===== config.mk =====
export PLATFORM = sky130hd
export DESIGN_NAME = uart_tx_arb
export DESIGN_NICKNAME = d
export VERILOG_FILES = /design/src/rtl/uart_pkg.sv /design/src/rtl/rr_arbiter.sv /design/src/rtl/uart_tx_arb.sv
export SDC_FILE = /design/constraint.sdc
export NUM_CORES = 1
export LEC_CHECK = 0
export CAP_MARGIN = 20
export CORE_ASPECT_RATIO = 1.4
export CORE_MARGIN = 2
export CORE_UTILIZATION = 35
export DETAILED_ROUTE_END_ITERATION = 10
export GPL_ROUTABILITY_DRIVEN = 1
export PLACE_DENSITY = 0.75
export SLEW_MARGIN = 20
export SYNTH_ARGS = -nofsm -noshare
export SYNTH_HDL_FRONTEND = slang
export SYNTH_SLANG_ARGS = --single-unit

===== constraint.sdc =====
create_clock -name clk -period 1.66 [get_ports clk]
set_input_delay 0.498 -clock clk [delete_from_list [all_inputs] [get_ports clk]]
set_output_delay 0.498 -clock clk [all_outputs]
set_load 0.05 [all_outputs]

===== src/rtl/uart_pkg.sv =====
// uart_pkg: shared FSM encoding and defaults for the UART transmit arbiter
// Contents: arbiter state encoding, UART word size, default watchdog limit.
package uart_pkg;
   typedef enum logic [2:0] {S_IDLE, S_LAUNCH0, S_LAUNCH1, S_BUSY, S_ACK} arb_state_t;
   localparam int UART_WORDSIZE = 8;
   localparam int UART_BIT_SIZE = 10417;
   // a frame is 10 bit times; rounding up to the next all-ones value gives margin
   localparam int UART_ARB_TIMEOUT = (1 << $clog2(UART_BIT_SIZE * 10)) - 1;
endpackage


===== src/rtl/rr_arbiter.sv =====
// rr_arbiter: combinational rotate-priority pick starting after the last winner
// Ports: req (request vector), last (previous winner), winner (index), valid (any request).
module rr_arbiter #(
   parameter int N = 4,
   parameter int W = $clog2(N)
) (
   input  logic [N-1:0] req,
   input  logic [W-1:0] last,
   output logic [W-1:0] winner,
   output logic         valid
);
   logic [W-1:0] idx;
   always_comb begin
      winner = '0;
      valid  = 1'b0;
      idx    = '0;
      for (int i = 1; i <= N; i++) begin
         idx = W'((int'(last) + i) % N);
         if (!valid && req[idx]) begin
            winner = idx;
            valid  = 1'b1;
         end
      end
   end
endmodule


===== src/rtl/uart_tx_arb.sv =====
// uart_tx_arb: round-robin sharing of one UART serializer among NUM_REQ byte producers
// Ports: clk; rst (async, active-low); req/req_data from producers; ack one-hot done pulse;
//        busy, grant_id status; uart_data/uart_ready to serializer, uart_tx_done from it;
//        timeout_err watchdog pulse, live only when UART_ARB_TIMEOUT_EN is defined.
module uart_tx_arb
   import uart_pkg::*;
#(
   parameter int NUM_REQ  = 4,
   parameter int WORDSIZE = UART_WORDSIZE,
   parameter int TIMEOUT  = UART_ARB_TIMEOUT
) (
   input  logic                          clk,
   input  logic                          rst,
   input  logic [NUM_REQ-1:0]            req,
   input  logic [NUM_REQ*WORDSIZE-1:0]   req_data,
   output logic [NUM_REQ-1:0]            ack,
   output logic                          busy,
   output logic [$clog2(NUM_REQ)-1:0]    grant_id,
   output logic [WORDSIZE-1:0]           uart_data,
   output logic                          uart_ready,
   input  logic                          uart_tx_done,
   output logic                          timeout_err
);
   localparam int IW = $clog2(NUM_REQ);
   if (NUM_REQ < 2 || NUM_REQ > 16 || TIMEOUT < 1) begin : g_bad_cfg
      $error("uart_tx_arb: NUM_REQ must be 2..16 and TIMEOUT positive");
   end
   arb_state_t state_q, state_d;
   logic [IW-1:0] grant_q, grant_d, last_q, last_d, win;
   logic [WORDSIZE-1:0] data_q, data_d;
   logic [WORDSIZE-1:0] req_bytes [NUM_REQ];
   logic win_valid, tmo;
   for (genvar i = 0; i < NUM_REQ; i++) begin : g_bytes
      assign req_bytes[i] = req_data[i*WORDSIZE +: WORDSIZE];
   end
   rr_arbiter #(.N(NUM_REQ), .W(IW)) u_rr (
      .req    (req),
      .last   (last_q),
      .winner (win),
      .valid  (win_valid)
   );
`ifdef UART_ARB_TIMEOUT_EN
   localparam int CW = $clog2(TIMEOUT + 1);
   logic [CW-1:0] cnt_q, cnt_d;
   // held at zero outside a grant, so it is clear on entry to LAUNCH0
   always_comb cnt_d = (state_q == S_IDLE) ? '0 : (state_q == S_BUSY) ? cnt_q + 1'b1 : cnt_q;
   always_ff @(posedge clk or negedge rst)
      if (!rst) cnt_q <= '0;
      else      cnt_q <= cnt_d;
   assign tmo = (state_q == S_BUSY) && (cnt_q == CW'(TIMEOUT - 1));
`else
   assign tmo = 1'b0;
`endif
   always_ff @(posedge clk or negedge rst)
      if (!rst) begin
         state_q <= S_IDLE;
         grant_q <= '0;
         last_q  <= IW'(NUM_REQ - 1);
         data_q  <= '0;
      end else begin
         state_q <= state_d;
         grant_q <= grant_d;
         last_q  <= last_d;
         data_q  <= data_d;
      end
   always_comb begin
      state_d = state_q;
      grant_d = grant_q;
      last_d  = last_q;
      data_d  = data_q;
      case (state_q)
         S_IDLE:
            if (win_valid) begin
               state_d = S_LAUNCH0;
               grant_d = win;
               last_d  = win;
               data_d  = req_bytes[win];
            end
         S_LAUNCH0: state_d = S_LAUNCH1;
         S_LAUNCH1: state_d = S_BUSY;
         // a done in the expiry cycle still counts as a normal completion
         S_BUSY:    state_d = uart_tx_done ? S_ACK : tmo ? S_IDLE : S_BUSY;
         S_ACK:     state_d = S_IDLE;
         default:   state_d = S_IDLE;
      endcase
   end
   always_comb begin
      uart_ready  = (state_q == S_LAUNCH0) || (state_q == S_LAUNCH1);
      busy        = state_q != S_IDLE;
      ack         = (state_q == S_ACK) ? NUM_REQ'(1) << grant_q : '0;
      timeout_err = tmo && !uart_tx_done;
      grant_id    = grant_q;
      uart_data   = data_q;
   end
endmodule


======== After elaboration in Yosys (flattened, before gate mapping) ========
Cells that the tools add are included.
operators by class
  add/sub/neg operators ................... 4
  $mul .................................... 0
  div/mod/pow operators ................... 0
  magnitude comparators ................... 5
  equality and inequality tests ........... 5
  shifts and indexed selects .............. 1
  multiplexer cells ....................... 23
  bitwise logic cells ..................... 1
  reduce and logical (&&, ||, !) cells .... 10
operators by type and width
  cell                                                                      number
  8-bit binary-select mux with 2-bit select                                 1
  8-bit 2-to-1 mux                                                          2
  2-bit by 3-bit < comparator with 1-bit output (second input constant)     4
  3-bit one-hot mux with 4 select lines                                     1
  1-bit binary-select mux with 2-bit select                                 4
  1-bit 2-to-1 mux                                                          8
  2-bit 2-to-1 mux                                                          4
  3-bit by 2-bit == test with 1-bit output (second input constant)          2
  3-bit 2-to-1 mux                                                          2
  2-bit by 1-bit adder with 2-bit output (second input constant)            2
  2-bit adder (second input constant)                                       2
  4-bit 2-to-1 mux                                                          1
  1-bit by 2-bit << shifter with 4-bit output (first input constant)        1
  3-bit by 1-bit == test with 1-bit output (second input constant)          1
  3-bit == test (second input constant)                                     1
  3-bit greater-or-equal comparator (second input constant)                 1
  1-bit logical AND                                                         3
  1-bit logical NOT                                                         3
  3-bit logical NOT                                                         1
  2-bit inverter with 3-bit output                                          1
  3-bit nonzero test                                                        1
  2-bit by 1-bit inequality test with 1-bit output (second input constant)  1
  2-bit AND reduction                                                       1
  1-bit logical OR                                                          1
storage, ports and cells
  register bits ........................... 15
  latch bits .............................. 0
  memory bits (writable) .................. 0
  bits in read-only memories .............. 0
  input bits .............................. 39
  output and inout bits ................... 17
  word-level logic and storage cells ...... 53
  memories ................................ 0

======== Logic depth before layout (Yosys ltp) ========
  depth after elaboration ................. 17
  gate-level depth with buffers ........... 6
  gate-level depth less buffers ........... 5

======== By module ========
From an unflattened synthesis, not the netlist that was laid out.
second synthesis, totals
  cell total of the unflattened synthesis .. 71
  area total of the unflattened synthesis .. 945.9 um^2
by module, submodules not included
  module       times used  cells each  area each (um^2)
  uart_tx_arb  1           57          854.6
  rr_arbiter   1           14          91.3

======== Least setup slack after synthesis ========
No wires, ideal clock.
  path type ............................... register to output
  start point ............................. reg grant_q[0], in the netlist grant_id[0]
  end point ............................... out ack[1]
  arrival time ............................ 1.869 ns
  data required time ...................... 1.162 ns
  setup slack ............................. -0.707 ns
  stages on the path, launching flop included .. 3
  cell sequence ........................... dfrtp_1 > inv_1 > nor3_1
between the ends
  cells in the longest elaborated chain, start to end .. 2
RTL lines
  item                                         line               RTL
  from (decl)                                  uart_tx_arb.sv:29  logic [IW-1:0] grant_q, grant_d, last_q, last_d, win;
  from (signal assigned)                       uart_tx_arb.sv:62  grant_q <= grant_d;
  1-bit by 2-bit << shifter with 4-bit output  uart_tx_arb.sv:90  ack = (state_q == S_ACK) ? NUM_REQ'(1) << grant_q : '0;
  4-bit 2-to-1 mux                             uart_tx_arb.sv:90
  to (decl)                                    uart_tx_arb.sv:16  output logic [NUM_REQ-1:0] ack,
Every way passes these cells.

======== Worst setup path after layout ========
  start point ............................. reg state_q[0]
  end point ............................... out ack[0]
between the ends
  cells in the longest elaborated chain, start to end .. 2
RTL lines
  item                    line               RTL
  from (decl)             uart_tx_arb.sv:28  arb_state_t state_q, state_d;
  from (signal assigned)  uart_tx_arb.sv:61  state_q <= state_d;
  3-bit == test           uart_tx_arb.sv:90
  4-bit 2-to-1 mux        uart_tx_arb.sv:90
Every way passes these cells.

==> flow_summary_export.csv <==
group,metric,value,unit
floorplan,floorplan.initialDensity,37.19,%
critical_path,cp_slowest_cell,"dfrtp_2",
cells_and_area,nNetsFinal,233,
floorplan,io_pins,56,
run_status,violations,"setup timing",
global_routing,grt_pass1_wl,6.210,mm
cells_and_area,drive_above_1_share,49.74,%
sta,min_period_over_period,108.3,%
sta,min_period,1.797,ns
sta,fin_worst_skew,0.0008367,ns
synthesis,synthesis.nets,154,
floorplan,die_height,69.76,microns
synthesis,synth_top_area_share,30.09,%
routing,drtIter0Drc,37,
synthesis,synth_edf_count,0,
power_and_ir_drop,clkPwrFrac,7.4,%
critical_path,cp_cell_sequence,"nor2_4 > nand2_4 > nor3_4 > buf_12",
critical_path,critPathBufInv,1,
sta,tns,-1.417,ns
synthesis,synth_area,1081,sq um
min_path,hold_path_class,"flop to flop",
global_routing,grt_pass1_vias,1344,
synthesis,synth_area_per_cell,9.400,sq um
power_and_ir_drop,irDropWorstVdd,0.001443,V
power_and_ir_drop,power.density,1815,nW/um^2
synthesis,synth_commonest_cells,"nand3_1, nand2_1, dfrtp_1, mux2i_1",
critical_path,critPathMaxFanout,3,
synthesis,yosysTopAreaCell,"dfrtp_1",
synthesis,synth.area.top_cells,"dfrtp_1, o211ai_2, mux2i_1",
critical_path,max_stage_delay,0.44,ns
sta,finalSetupViolCount,14,
sta,finalMaxSlewViolations,0,
cells_and_area,nFillCells,182,
synthesis,ys_warn_count,0,
routing,drt_first_pass_iters,4,
routing,vias,1269,
cts,numCtsBuffers,3,
cts,clkTransAtPathRegs,0.06,ns
global_routing,grt-ovfl-total,0,
cts,clock_latency,0.24,ns
power_and_ir_drop,p_sw_share,45.17,%
floorplan,die_w,50.97,microns
cells_and_area,fin_cells,230,
synthesis,post_synth_inst_count,115,
global_routing,grt_usage,23.22,%
power_and_ir_drop,pwr-share-comb,72.4,%
synthesis,ys.flop_type,"dfrtp_1",
cts,cts_tree,"built",
place,placedCellCount,209,
power_and_ir_drop,leakagePower,0.9195,nW
sta,hold_viol_final,0,
floorplan,fp-row-count,23,
routing,vias_per_cell,5.517,
synthesis,ys_types,29,
routing,ant_nets,0,
global_routing,antenna_found_initial,0,
place,gp_routability_congestion,0.7064,
floorplan,die-area,3556,sq um
place,place_hpwl,2.483,mm
power_and_ir_drop,finalPower,4.037,mW
critical_path,critPathArrivalTime,1.30,ns
run,max_cap_violations,0,
place,io_buffers,54,
routing,wl_per_cell,18.03,microns
synthesis,yosysMostFrequentCell,"nand3_1",
power_and_ir_drop,p_seq_share,20.3,%
sta,whs,0.5056,ns
cells_and_area,syn2layout_area_growth,105.8,%
power_and_ir_drop,p_sw,1.824,mW
cts,cts-root-buf,"clkbuf_8",
sta,fin_ws,-0.1373,ns
synthesis,synth_seq_cells,15,
critical_path,cp-end-kind,"primary output",
synthesis,synthArstFlopShare,100.0,%
critical_path,r2r_setup_slack,-0.11,ns
power_and_ir_drop,intPower,2.213,mW
floorplan,core_area,2907,sq um
routing,drc,0,
critical_path,startpoint_type,"flop",
sta,max_freq,556.4,MHz
cts,htreeDepth,1,
cts,cts_buffer_depth,2,
cts,cts_sinks,15,
global_routing,grt_max_degree,16,
synthesis,ys_seq_area_share,34.95,%
sta,rsz0062_at_grt,"yes",
cells_and_area,antennaDiodeCount,0,
run_status,outcome,"finished, violations left",
critical_path,path_class,"flop to primary output",
critical_path,critPathTopFamily,"simple AND/OR/NAND/NOR gates",
routing,route.final.wire_length,4.146,mm
critical_path,crit_required,1.16,ns
## final cells by class
| class | instances | area [sq um] | area share, % |
|---|---|---|---|
| timing repair buffer | 77 | 917.1 | 41.23 |
| multi-input combinational | 93 | 817.0 | 36.73 |
| sequential | 15 | 384.1 | 17.27 |
| tap | 37 | 46.29 | 2.081 |
| clock buffer | 4 | 45.04 | 2.025 |
| inverter | 4 | 15.01 | 0.6749 |
## worst reg2reg max path: cells and delay by family, from the launching register on
kind	cells	cell delay, ns
AND/OR/NAND/NOR	1	0.08
flip-flops	1	0.56
AO/OA/AOI/OAI	3	0.48
buffers and inverters	2	0.29
multiplexers	1	0.28
## layout by cell type (no fill, tap or decap), types with 2 or more instances in the layout
| master | netlist | layout |
|---|---|---|
| nand2b_1 | 2 | 2 |
| dfrtp_1 | 13 | 8 |
| mux2i_1 | 9 | 2 |
| clkbuf_8 | 1 | 3 |
| dfstp_2 | 2 | 2 |
| nor2_4 | 0 | 3 |
| clkdlybuf4s15_1 | 0 | 2 |
| nor3_4 | 0 | 3 |
| nand3_2 | 0 | 2 |
| mux2i_2 | 0 | 4 |
| or2_4 | 0 | 2 |
| nor2_1 | 6 | 2 |
| dfrtp_2 | 0 | 5 |
| nand2_1 | 16 | 15 |
| o211ai_2 | 8 | 8 |
| buf_6 | 3 | 10 |
| nor2b_1 | 3 | 2 |
| inv_1 | 4 | 4 |
| buf_12 | 0 | 17 |
| buf_4 | 1 | 12 |
| and2_4 | 1 | 4 |
| a21oi_1 | 3 | 3 |
| nand3_1 | 17 | 14 |
| mux2i_4 | 0 | 3 |
| clkdlybuf4s50_1 | 0 | 34 |
| mux2_2 | 8 | 7 |
## cells by family after synthesis
group / after synthesis / synth area share (%)
AND/OR/NAND/NOR: 54 / 24.65
multiplexers: 17 / 16.67
AO/OA/AOI/OAI: 16 / 15.28
flip-flops: 15 / 34.95
buffers and inverters: 11 / 7.290
XOR/XNOR: 1 / 0.8103
other: 1 / 0.3469
## final timing paths
| kind | endpoint | from | cells after the start |
|---|---|---|---|
| worst max-delay path | ack[0] | state_q[0]$_DFFE_PN0P_ | 4 |
| worst min-delay path | state_q[0]$_DFFE_PN0P_ | state_q[2]$_DFFE_PN0P_ | 1 |
| worst max register to register | uart_data[1]$_DFFE_PN0P_ | last_q[1]$_DFFE_PN1P_ | 7 |
| worst min register to register | state_q[0]$_DFFE_PN0P_ | state_q[2]$_DFFE_PN0P_ | 1 |
| max in group asynchronous | last_q[1]$_DFFE_PN1P_ | rst | 2 |
| min in group asynchronous | state_q[2]$_DFFE_PN0P_ | rst | 2 |
## sequential cells by signal, indices dropped and copies added (netlist names)
name	count
last_q	2
grant_id	2
uart_data	8
state_q	3
## repair_timing
action | CTS | global route
setup endpoints to repair | 17 | 18
gates cloned | 5 | 2
hold buffers | 0 | 0
pin swaps | 6 | 11
gates resized for setup | 30 | 23
buffers inserted | 10 | 3
## per-layer routing
metal | up-vias | share of wire (%) | GRT usage [%]
met4 | 0 | 1.9 | 11.41
met3 | 8 | 5.5 | 2.155
met2 | 62 | 59 | 45.02
met5 | - | 0 | 0
met1 | 634 | 34 | 23.19
li1 | 565 | - | -
## stage by stage
step           area (sq um)  util [%]  setup WS [ns]
6_report               2225     76.54        -0.1373
3_3_place_gp           1882     64.74        -0.5099
2_1_floorplan          1124         -        -0.1226
3_5_place_dp           1882     64.74        -0.5478
5_1_grt                2225     76.54        -0.1658
4_1_cts                2183     75.12        -0.1659
## power by group through the flow
stage | logic [mW] | clock network [mW] | registers [mW]
2_1_floorplan | 0.978 | 0 | 1.12
3_3_place_gp | 2.23 | 0 | 0.801
3_5_place_dp | 2.29 | 0 | 0.812
4_1_cts | 2.81 | 0.301 | 0.824
5_1_grt | 3.04 | 0.314 | 0.841
6_report | 2.92 | 0.297 | 0.819
(Power assumes the default switching activity.)
